`config.mk`:
```
export PLATFORM = sky130hd
export DESIGN_NAME = i2s_audio_tx
export DESIGN_NICKNAME = d
export VERILOG_FILES = /design/src/rtl/tgfx16_audio_pkg.sv /design/src/rtl/i2s_bclk_gen.sv /design/src/rtl/i2s_audio_tx.sv
export SDC_FILE = /design/constraint.sdc
export NUM_CORES = 1
export LEC_CHECK = 0
export ABC_CLOCK_PERIOD_IN_PS = 5700
export CORE_MARGIN = 4
export CORE_UTILIZATION = 45
export CTS_BUF_LIST = sky130_fd_sc_hd__clkbuf_4 sky130_fd_sc_hd__clkbuf_8
export DETAILED_ROUTE_END_ITERATION = 8
export PLACE_DENSITY = 0.63
export SYNTH_ARGS = -nofsm -noshare
export SYNTH_HDL_FRONTEND = slang
export SYNTH_HIERARCHICAL = 1
export SYNTH_SLANG_ARGS = --single-unit
```
`constraint.sdc`:
```
create_clock -name clk -period 5.7 [get_ports clk]
set_input_delay 1.14 -clock clk [delete_from_list [all_inputs] [get_ports clk]]
set_output_delay 1.14 -clock clk [all_outputs]
set_load 0.05 [all_outputs]
```
`src/rtl/tgfx16_audio_pkg.sv`:
```
// Shared types and defaults for the TGFX16 audio output path.
package tgfx16_audio_pkg;

  localparam int unsigned DEF_BCK_DIV   = 4;
  localparam int unsigned DEF_SAMPLE_W  = 16;
  localparam int unsigned DEF_SLOT_BITS = 32;

  typedef enum logic {
    IDLE = 1'b0,
    RUN  = 1'b1
  } i2s_state_t;

  typedef struct packed {
    logic signed [15:0] l;
    logic signed [15:0] r;
  } stereo_t;

  function automatic logic [7:0] sat_inc8(input logic [7:0] v);
    return (v == 8'hFF) ? v : v + 8'd1;
  endfunction

endpackage

```
`src/rtl/i2s_bclk_gen.sv`:
```
// Bit-clock generator: divider, BCK, falling-edge event strobe and frame bit index.
module i2s_bclk_gen
  import tgfx16_audio_pkg::*;
#(
  parameter int unsigned BCK_DIV    = DEF_BCK_DIV,
  parameter int unsigned FRAME_BITS = 2 * DEF_SLOT_BITS
) (
  input  logic                          clk,
  input  logic                          reset_n,
  input  logic                          run,
  output logic                          bck,
  output logic                          ev,
  output logic [$clog2(FRAME_BITS)-1:0] b
);

  localparam int unsigned DW = (BCK_DIV > 1) ? $clog2(BCK_DIV) : 1;
  localparam int unsigned BW = $clog2(FRAME_BITS);
  localparam logic [DW-1:0] DIV_LAST = DW'(BCK_DIV - 1);
  localparam logic [BW-1:0] B_LAST   = BW'(FRAME_BITS - 1);

  logic [DW-1:0] div;
  logic          tc;

  assign tc = (div == DIV_LAST);
  // The event is the clk cycle on which bck is about to fall.
  assign ev = run && tc && bck;

  always_ff @(posedge clk or negedge reset_n) begin
    if (!reset_n) begin
      div <= '0;
      bck <= 1'b0;
      b   <= '0;
    end else if (!run) begin
      div <= '0;
      bck <= 1'b0;
      b   <= '0;
    end else begin
      div <= tc ? '0 : div + DW'(1);
      if (tc) bck <= ~bck;
      if (ev) b <= (b == B_LAST) ? '0 : b + BW'(1);
    end
  end

endmodule

```
`src/rtl/i2s_audio_tx.sv`:
```
// I2S stereo serialiser with one-pair holding register and underrun counter.
// Define I2S_TX_LEFT_JUSTIFIED_EN for left-justified output instead of standard I2S.
module i2s_audio_tx
  import tgfx16_audio_pkg::*;
#(
  parameter int unsigned BCK_DIV   = DEF_BCK_DIV,
  parameter int unsigned SAMPLE_W  = DEF_SAMPLE_W,
  parameter int unsigned SLOT_BITS = DEF_SLOT_BITS
) (
  input  logic                clk,
  input  logic                reset_n,
  input  logic                en,
  input  logic                s_valid,
  output logic                s_ready,
  input  logic [SAMPLE_W-1:0] s_left,
  input  logic [SAMPLE_W-1:0] s_right,
  output logic                i2s_bck,
  output logic                i2s_lrck,
  output logic                i2s_data,
  output logic [7:0]          underrun_cnt
);

  localparam int unsigned FRAME_BITS = 2 * SLOT_BITS;
  localparam int unsigned BW = $clog2(FRAME_BITS);
  localparam logic [BW-1:0] B_LAST = BW'(FRAME_BITS - 1);
  localparam logic [BW-1:0] B_SLOT = BW'(SLOT_BITS);

  i2s_state_t          state, state_next;
  logic [SAMPLE_W-1:0] hold_l, hold_r, cur_l, cur_r, new_l, new_r;
  logic                hold_full;
  logic                ev, frame_end, load, accept, data_upd;
  logic [BW-1:0]       b, b_next, b_upd;

  // Bit of frame word {L,pad,R,pad} at index idx, MSB of L at index 0.
  function automatic logic frame_bit(input logic [SAMPLE_W-1:0] l,
                                     input logic [SAMPLE_W-1:0] r,
                                     input logic [BW-1:0]       idx);
    logic [SAMPLE_W-1:0] sh;
    logic [BW-1:0]       pos;
    pos = (idx >= B_SLOT) ? idx - B_SLOT : idx;
    sh  = ((idx >= B_SLOT) ? r : l) << pos;
    return sh[SAMPLE_W-1];
  endfunction

  i2s_bclk_gen #(
    .BCK_DIV    (BCK_DIV),
    .FRAME_BITS (FRAME_BITS)
  ) u_bclk (
    .clk     (clk),
    .reset_n (reset_n),
    .run     (state == RUN),
    .bck     (i2s_bck),
    .ev      (ev),
    .b       (b)
  );

  assign frame_end = ev && (b == B_LAST);
  assign accept    = s_valid && !hold_full;
  assign s_ready   = ~hold_full;

  always_comb begin
    state_next = state;
    load       = 1'b0;
    case (state)
      IDLE: begin
        if (en) begin
          state_next = RUN;
          load       = 1'b1;
        end
      end
      RUN: begin
        if (frame_end) begin
          if (en) load = 1'b1;
          else    state_next = IDLE;
        end
      end
      default: state_next = IDLE;
    endcase
  end

  always_comb begin
    new_l  = hold_full ? hold_l : cur_l;
    new_r  = hold_full ? hold_r : cur_r;
    b_next = (b == B_LAST) ? '0 : b + BW'(1);
    b_upd  = load ? '0 : b_next;
`ifdef I2S_TX_LEFT_JUSTIFIED_EN
    data_upd = load ? frame_bit(new_l, new_r, '0) : frame_bit(cur_l, cur_r, b_next);
`else
    // New index is b+1, so the bit due is frame bit b of the pair still playing.
    data_upd = frame_bit(cur_l, cur_r, (state == RUN) ? b : B_LAST);
`endif
  end

  always_ff @(posedge clk or negedge reset_n) begin
    if (!reset_n) state <= IDLE;
    else          state <= state_next;
  end

  always_ff @(posedge clk or negedge reset_n) begin
    if (!reset_n) begin
      hold_l       <= '0;
      hold_r       <= '0;
      hold_full    <= 1'b0;
      cur_l        <= '0;
      cur_r        <= '0;
      i2s_lrck     <= 1'b0;
      i2s_data     <= 1'b0;
      underrun_cnt <= '0;
    end else begin
      if (accept) begin
        hold_l    <= s_left;
        hold_r    <= s_right;
        hold_full <= 1'b1;
      end else if (load && hold_full) begin
        hold_full <= 1'b0;
      end
      if (load) begin
        cur_l <= new_l;
        cur_r <= new_r;
      end
      if (load && !hold_full && state == RUN)
        underrun_cnt <= sat_inc8(underrun_cnt);
      if (state_next == IDLE) begin
        i2s_lrck <= 1'b0;
        i2s_data <= 1'b0;
      end else if (load || ev) begin
        i2s_lrck <= (b_upd >= B_SLOT);
        i2s_data <= data_upd;
      end
    end
  end

endmodule

```
==> results.sh <==
export IMPL_gp_congestion=0.7817
export IMPL_nNetsFinal=371
export IMPL_synth_edff_count=0
export IMPL_rows=33
export IMPL_cts_tree="yes"
export IMPL_routed_via_density=5.417
export IMPL_cp_data_arrival_time_ns=1.73
export IMPL_grt_pass1_vias=2476
export IMPL_leakage_uw=0.002114
export IMPL_cts_sinks=85
export IMPL_worst_slew_pin_slew_ns=1.050
export IMPL_overflow=0
export IMPL_cp_max_fo=5
export IMPL_cts_hold_buf=0
export IMPL_remaining_drc_errors=0
export IMPL_critPathKind="register to output port"
export IMPL_synth_area_sq_um=3911
export IMPL_dieHeight_microns=101.2
export IMPL_synth_net_count=324
export IMPL_peakVddDrop_uv=119.2
export IMPL_timing_final_crit_period_ns=2.868
export IMPL_synth_cell_types=55
export IMPL_pin_count=48
export IMPL_core_sq_um=8341
export IMPL_grt_usage_pct=15.45
export IMPL_hold_viol_final=0
export IMPL_ant_nets=0
export IMPL_ys_async_sr_fraction_pct=100.0
export IMPL_drt_wirelength_per_cell_microns=16.24
export IMPL_die_area_sq_um=10250
export IMPL_layout_drive_gt1_share_pct=28.74
export IMPL_rsz0062_at_grt="false"
export IMPL_cp_start_kind="register"
export IMPL_yosysWarnings=6
export IMPL_initialDrtViolationCount=99
export IMPL_cts_htree_levels=3
export IMPL_grt_first_pass_wirelength_microns=12230
export IMPL_ys_ff_latch=85
export IMPL_clkLatencyLatePin_ns=0.34
export IMPL_dp_cells=425
export IMPL_slew_violations=0
export IMPL_relSlewSlack_pct=29.98
export IMPL_num_vias=2378
export IMPL_synth_ff_type="dfrtp_1"
export IMPL_syn2layout_area_growth_pct=17.88
export IMPL_fin_worst_skew_ns=0.01105
export IMPL_ctsResizeCount=0
export IMPL_fin_crit_sh_pct=50.31
export IMPL_cp_required_ns=4.56
export IMPL_die_w_microns=101.2
export IMPL_end_kind="output port"
export IMPL_finalNonFillerCells=439
export IMPL_clockBufferDepth=2
export IMPL_outcome="finished clean"
export IMPL_drt_total_wl_microns=7129
export IMPL_holdCritPathClass="register to register"
export IMPL_cts_buffers=9
export IMPL_drtPass1Iterations=4
export IMPL_dp_hpwl_microns=4930
export IMPL_fin_util_pct=55.28
export IMPL_start_util_pct=46.89
export IMPL_finalSetupViolCount=0
export IMPL_syn_inst=284
export IMPL_power_density_nw_per_um2=238.5
export IMPL_synth_area_per_cell_sq_um=13.77
export IMPL_max_freq_mhz=348.7
export IMPL_post_cts_setup_buffers=0
export IMPL_ys_seq_area_share_pct=54.38
export IMPL_tns_ns=0
export IMPL_maxCapViolCount=0
export IMPL_n_antenna_cell=0
export IMPL_port_buffers=47
export IMPL_ctsRootBufferMaster="clkbuf_8"
export IMPL_grt_max_degree=86
export IMPL_grt_antenna_before_repair=0
export IMPL_clk_transition_reported_paths_ns=0.08
export IMPL_n_fill_cell=728
## area by class of cell
class	count	area, sq um	share of cell area (%)
Clock buffer	13	178.9	3.881
Multi-Input combinational cell	179	1663	36.07
Tap cell	105	131.4	2.849
Timing Repair Buffer	48	475.5	10.31
Clock inverter	1	5.005	0.1085
Sequential cell	85	2127	46.13
Inverter	8	30.03	0.6513
## Yosys cell counts (4+ instances only)
cell | number | area [sq um]
nand2_1 | 17 | 63.81
xor2_1 | 4 | 35.03
mux2_2 | 37 | 416.7
buf_6 | 5 | 56.30
mux2_4 | 29 | 435.4
xnor2_1 | 6 | 52.55
dfrtp_1 | 85 | 2127
a21oi_1 | 6 | 30.03
inv_1 | 7 | 26.28
o22ai_1 | 5 | 31.28
nor2_1 | 7 | 26.28
nand3_1 | 9 | 45.04
ha_1 | 4 | 50.05
## flip-flops by register name, indices dropped and copies added, names as in the netlist
name and count:
cur_l 16, cur_r 16, hold_full 1, hold_l 16, hold_r 16, i2s_data 1
i2s_lrck 1, state 1, u_bclk/b 6, u_bclk/bck 1, u_bclk/div 2, underrun_cnt 8
## worst max-delay path, stage by stage, from the launching register on
cell	delay (ns)
dfrtp_1	0.49
inv_1	0.10
clkdlybuf4s50_1	0.80
## metal layers
metal	GRT usage (%)	wire (microns)	vias to the layer above
li1	-	-	1128
met1	21.07	3300	1191
met2	23.79	3420	46
met3	3.168	272	13
met4	7.055	135	0
met5	0	0	-
## cell families after synthesis
group	count (synthesis)	synth area share (%)
XOR/XNOR	10	2.239
flip-flops	85	54.38
adder cells (fa/ha/maj)	4	1.280
multiplexers	70	22.90
buffers and inverters	20	3.167
AO/OA/AOI/OAI	35	7.294
AND/OR/NAND/NOR	60	8.734
## worst paths after layout
check | endpoint | slack, ns | startpoint | depth (start not counted)
worst max-delay path | s_ready | 2.83 | hold_full | 2
worst min-delay path | u_bclk/div[0] | 0.44 | u_bclk/div[0] | 1
worst max register to register | cur_l[11] | 2.84 | state | 6
worst min register to register | u_bclk/div[0] | 0.44 | u_bclk/div[0] | 1
max in group asynchronous | underrun_cnt[3] | 4.04 | reset_n | 1
min in group asynchronous | hold_l[5] | 0.95 | reset_n | 1
## report_power, final
group	internal [uW]	switching, uW
logic	40.0	20.3
clock network	201	195
registers	629	14.7
## through the flow
step           area (sq um)  setup WS [ns]  hold slack (ns)  total power [uW]
6_report               4611          2.832           0.4424              1100
5_1_grt                4611          2.608           0.4855              1151
4_1_cts                4611          2.798           0.4460              1121
3_5_place_dp           4427          2.661           0.4334             719.9
3_3_place_gp           4427          2.680           0.4239             716.4
2_1_floorplan          3911          3.599           0.4085             673.6
## cell usage in the layout, fill, tap and decap left out, types with 3 or more instances in the layout
cell	synthesis	final
mux2_1	3	3
xnor2_1	6	6
clkdlybuf4s50_1	0	46
nand3_1	9	9
nand2_1	17	17
dfrtp_1	85	85
inv_1	7	7
o22ai_1	5	5
ha_1	4	4
clkbuf_8	0	13
mux2_2	37	37
and4_1	3	3
nor2_1	7	7
a21oi_1	6	6
mux2_4	29	29
o221ai_1	3	3
xor2_1	4	4
Power figures use the tool's default switching activity.
